===== src/rtl/int_pkg.sv =====
// Shared constants and FSM state type for the interrupt arbiter.
package int_pkg;
    localparam int NUM_SRC = 16;
    localparam int ID_W    = 4;

    typedef enum logic {
        IDLE   = 1'b0,
        ASSERT = 1'b1
    } state_t;
endpackage


===== src/rtl/int_arbiter_prio_enc16.sv =====
// Circular priority encoder: returns the first set request at or after start,
// wrapping 15->0.
module prio_enc16
    import int_pkg::*;
(
    input  logic [NUM_SRC-1:0] req,
    input  logic [ID_W-1:0]    start,
    output logic [ID_W-1:0]    idx,
    output logic               valid
);

    logic [ID_W-1:0] cand [NUM_SRC];

    // 4-bit addition wraps naturally, giving the modulo-16 search order.
    generate
        for (genvar gi = 0; gi < NUM_SRC; gi++) begin : g_cand
            assign cand[gi] = start + ID_W'(gi);
        end
    endgenerate

    // Scan from the far end so the candidate nearest to start is kept last.
    always_comb begin
        idx   = '0;
        valid = 1'b0;
        for (int i = NUM_SRC - 1; i >= 0; i--) begin
            if (req[cand[i]]) begin
                idx   = cand[i];
                valid = 1'b1;
            end
        end
    end

endmodule


===== src/rtl/int_arbiter.sv =====
// 16-source interrupt arbiter with per-source edge/level sense and enable mask.
// Define IRQ_RR_EN for round-robin arbitration; otherwise lowest index wins.
module int_arbiter
    import int_pkg::*;
#(
    parameter logic [NUM_SRC-1:0] EDGE_MASK = 16'h0000
) (
    input  logic               clk,
    input  logic               rst_n,
    input  logic [NUM_SRC-1:0] irq_src,
    input  logic               en_we,
    input  logic [NUM_SRC-1:0] en_wdata,
    input  logic               irq_ack,
    output logic               irq,
    output logic [ID_W-1:0]    irq_id,
    output logic [NUM_SRC-1:0] pending,
    output logic [NUM_SRC-1:0] enable
);

    state_t             state_reg;
    logic               irq_reg;
    logic [ID_W-1:0]    id_reg;
    logic [NUM_SRC-1:0] pending_reg;
    logic [NUM_SRC-1:0] enable_reg;
    logic [NUM_SRC-1:0] hist_reg;
    // Low for the first edge after reset so a line already high is not an edge.
    logic               armed_reg;

    logic [NUM_SRC-1:0] set_vec;
    logic [NUM_SRC-1:0] clear_vec;
    logic [NUM_SRC-1:0] pending_next;
    logic [NUM_SRC-1:0] eligible;
    logic [ID_W-1:0]    start_idx;
    logic [ID_W-1:0]    sel_idx;
    logic               sel_valid;

    generate
        for (genvar gi = 0; gi < NUM_SRC; gi++) begin : g_sense
            if (EDGE_MASK[gi]) begin : g_edge
                assign set_vec[gi] = armed_reg & irq_src[gi] & ~hist_reg[gi];
            end else begin : g_level
                assign set_vec[gi] = irq_src[gi];
            end
        end
    endgenerate

    assign clear_vec    = (state_reg == ASSERT && irq_ack)
                        ? ({{(NUM_SRC-1){1'b0}}, 1'b1} << id_reg) : '0;
    // Set is applied after clear so a new request on the acked source survives.
    assign pending_next = (pending_reg & ~clear_vec) | set_vec;
    assign eligible     = pending_reg & enable_reg;

`ifdef IRQ_RR_EN
    logic [ID_W-1:0] ptr_reg;

    always_ff @(posedge clk or negedge rst_n) begin
        if (!rst_n) begin
            ptr_reg <= 4'hF;
        end else if (state_reg == ASSERT && irq_ack) begin
            ptr_reg <= id_reg;
        end
    end

    assign start_idx = ptr_reg + 1'b1;
`else
    assign start_idx = '0;
`endif

    prio_enc16 u_prio (
        .req   (eligible),
        .start (start_idx),
        .idx   (sel_idx),
        .valid (sel_valid)
    );

    always_ff @(posedge clk or negedge rst_n) begin
        if (!rst_n) begin
            state_reg   <= IDLE;
            irq_reg     <= 1'b0;
            id_reg      <= '0;
            pending_reg <= '0;
            enable_reg  <= '0;
            hist_reg    <= '0;
            armed_reg   <= 1'b0;
        end else begin
            pending_reg <= pending_next;
            hist_reg    <= irq_src;
            armed_reg   <= 1'b1;
            if (en_we) begin
                enable_reg <= en_wdata;
            end
            case (state_reg)
                IDLE: begin
                    if (sel_valid) begin
                        state_reg <= ASSERT;
                        irq_reg   <= 1'b1;
                        id_reg    <= sel_idx;
                    end
                end
                ASSERT: begin
                    if (irq_ack) begin
                        state_reg <= IDLE;
                        irq_reg   <= 1'b0;
                        id_reg    <= '0;
                    end
                end
                default: begin
                    state_reg <= IDLE;
                    irq_reg   <= 1'b0;
                    id_reg    <= '0;
                end
            endcase
        end
    end

    assign irq     = irq_reg;
    assign irq_id  = id_reg;
    assign pending = pending_reg;
    assign enable  = enable_reg;

endmodule


===== config.mk =====
export PLATFORM = sky130hd
export DESIGN_NAME = int_arbiter
export DESIGN_NICKNAME = d
export VERILOG_FILES = /design/src/rtl/int_pkg.sv /design/src/rtl/int_arbiter_prio_enc16.sv /design/src/rtl/int_arbiter.sv
export SDC_FILE = /design/constraint.sdc
export NUM_CORES = 1
export LEC_CHECK = 0
export CORE_MARGIN = 1.5
export CORE_UTILIZATION = 45
export CTS_CLUSTER_DIAMETER = 80
export DETAILED_ROUTE_END_ITERATION = 16
export GPL_ROUTABILITY_DRIVEN = 0
export MAX_ROUTING_LAYER = met4
export PLACE_DENSITY = 0.95
export SYNTH_ARGS = -nofsm -noshare
export SYNTH_HDL_FRONTEND = slang
export SYNTH_SLANG_ARGS = --single-unit

===== constraint.sdc =====
create_clock -name clk -period 3 [get_ports clk]
set_input_delay 0.6 -clock clk [delete_from_list [all_inputs] [get_ports clk]]
set_output_delay 0.6 -clock clk [all_outputs]
set_load 0.01 [all_outputs]

==> reports/results.ini <==
[worst_setup_path]
critPathArrivalTime_ns = 1.45
crit_family = buffers and inverters
crit_path_max_fanout = 10
cp.required_ns = 2.40
path_buf_inv = 1
crit_path_end_kind = primary output
cp_slowest_cell = clkdlybuf4s50_1
max_stage_delay_ns = 0.61
startpoint_type = flop
worstSetupPathType = flop to primary output
crit_path_cell_trace = clkdlybuf4s50_1

[power_and_ir_drop]
powerDensity_nw_per_um2 = 473
leakage_nw = 1.02
peakVddDrop_mv = 0.193

[place]
dpl_cell_area_um2 = 2500
hpwlAfterDp_mm = 3.52
port-buffer-count = 72
place_ws_ns = 0.857
dp_cells = 268

[timing]
timing.setup.tns_ns = 0
grt_setup_unrepaired = false
worst_slew_pin_slew_ns = 0.829
skew_ns = 0.00544
slew-limit-headroom_pct = 44.8
min_period_over_period_pct = 68.2
hold_violations = 0
setup_viol = 0
max_freq_mhz = 489
drv_slew = 0
period_minus_slack_ns = 2.05
layout_setup_ws_ns = 0.953

[detailed_routing]
wl_per_cell_um = 17.2
drt-initial-drc-count = 104
ant_nets = 0
drc_errors = 0
routed_wl_mm = 4.75
dr_total_vias = 1558
routed_via_density = 5.64
drtPass1Iterations = 4

[floorplan]
fp-row-count = 22
die_w_um = 65.2
start_util_pct = 47.2
dieArea_um2 = 4250
die_h_um = 65.2
io_pins = 73
core_um2 = 3690

[layout]
nets = 263
instances_no_fill = 276
num_antenna_cells = 0
drive_above_1_share_pct = 13.6
syn2layout_area_growth_pct = 50.0
final_area_um2 = 2610

[clock_tree]
htreeDepth = 2
numCtsBuffers = 5
cts_setup_buffers = 0
hold_buffers = 0
cts_tree = done
clkTransAtPathRegs_ns = 0.07
insertion_delay_ns = 0.29
cts_sinks = 38
cts-resized-gates = 0
clockBufferDepth = 2
clockRootBuffer = clkbuf_8

[logic_synthesis]
yosys_warnings = 0
yosysSeqAreaShare_pct = 54.6
netlist_instances = 152
ys_seq_elements = 38
synth_cell_types = 33
avgSynthCellArea_um2 = 11.5
syn_area_um2 = 1740
synth_nets = 188

[grt]
overflow = 0
grt_pass1_vias = 1675
globalRouteTotalUtil_pct = 25.2
antenna_found_initial = 0
grt_pass1_wl_mm = 7.89
grt_max_degree = 39

[status]
status = completed

[worst_hold_path]
hp-class = input pin to asynchronous set/reset pin

[flow_run]
cap_viol_max_count = 0

[metrics by stage]
step	utilization [%]	hold slack (ns)	total power, mW
3_3_place_gp	67.8	0.519	0.823
2_1_floorplan	-	0.304	0.688
3_5_place_dp	67.8	0.528	0.834
5_1_grt	70.8	0.477	1.29
6_report	70.8	0.406	1.23
4_1_cts	70.8	0.427	1.24
[cells in the final DEF, fill, tap and decap left out, types with 3 or more instances in the layout]
cell type,synthesis,final
nand3_1,3,3
mux2_2,16,16
o21ai_0,10,10
clkdlybuf4s50_1,0,71
a22oi_1,5,5
nand2b_1,18,18
nand2_1,16,16
o31ai_1,4,4
nor2_1,4,4
a22o_1,3,3
dfrtp_1,38,38
clkbuf_8,0,8
a21o_1,3,3
[layer usage]
layer	GRT usage [%]	share of wire [%]	wire length, um
met3	5.65	7.4	351
met5	-	0	0
met2	40.4	50	2380
met1	30.5	40	1890
met4	11.7	2.7	127
[Yosys cell counts]
library cell   n  area share [%]
nand4_1        2            0.72
a21o_1         3             1.3
a31o_1         1            0.50
nand2b_1      18             6.5
a32o_1         2             1.2
a32o_2         2             1.3
a22o_1         3             1.5
nand3b_1       2            0.86
o31ai_1        4             1.7
nor2_1         4            0.86
buf_2          1            0.29
a311oi_1       1            0.50
dfrtp_1       38              55
a31oi_1        1            0.36
a22oi_2        1            0.72
and2_1         1            0.36
nor3_1         2            0.58
a31o_2         1            0.50
o211ai_1       1            0.43
a22oi_1        5             2.2
o21ai_2        1            0.50
a2111oi_0      1            0.50
o41ai_1        2             1.0
mux2_2        16              10
a22o_2         1            0.58
nand3_1        3            0.86
o21a_1         1            0.43
clkbuf_1       3            0.65
nand2_1       16             3.5
nor2b_1        2            0.72
o21ai_0       10             2.9
a21oi_1        2            0.58
a222oi_1       1            0.58
[report_power, final]
group | internal, mW | total [mW] | switching, mW
logic | 0.144 | 0.237 | 0.0933
registers | 0.544 | 0.589 | 0.0449
clock network | 0.232 | 0.409 | 0.177
total | 0.920 | 1.23 | 0.315
[layout make-up]
cell class                 count  area [um^2]
sequential                    38          951
multi-input combinational    110          773
clock buffer                   8          110
tap                           48         60.1
timing repair buffer          72          716
fill                         275         1080
[final timing paths]
| kind | start | endpoint | slack (ns) | cells after the start |
|---|---|---|---|---|
| min in group clk | pending[5] | pending[5] | 0.54 | 1 |
| worst max-delay path | irq_id[2] | irq_id[2] | 0.95 | 1 |
| max in group asynchronous | rst_n | pending[0] | 2.08 | 1 |
| worst min register to register | pending[5] | pending[5] | 0.54 | 1 |
| worst min-delay path | rst_n | enable[5] | 0.41 | 1 |
| worst max register to register | pending[3] | irq_id[1] | 1.20 | 4 |
[logic make-up after synthesis]
logic type / Yosys count / share of synthesized area (%)
flops: 38 / 54.6
simple gates: 50 / 14.9
compound gates: 44 / 19.2
buf+inv: 4 / 0.934
mux: 16 / 10.4
No activity file was read; power rests on OpenSTA's default activity.
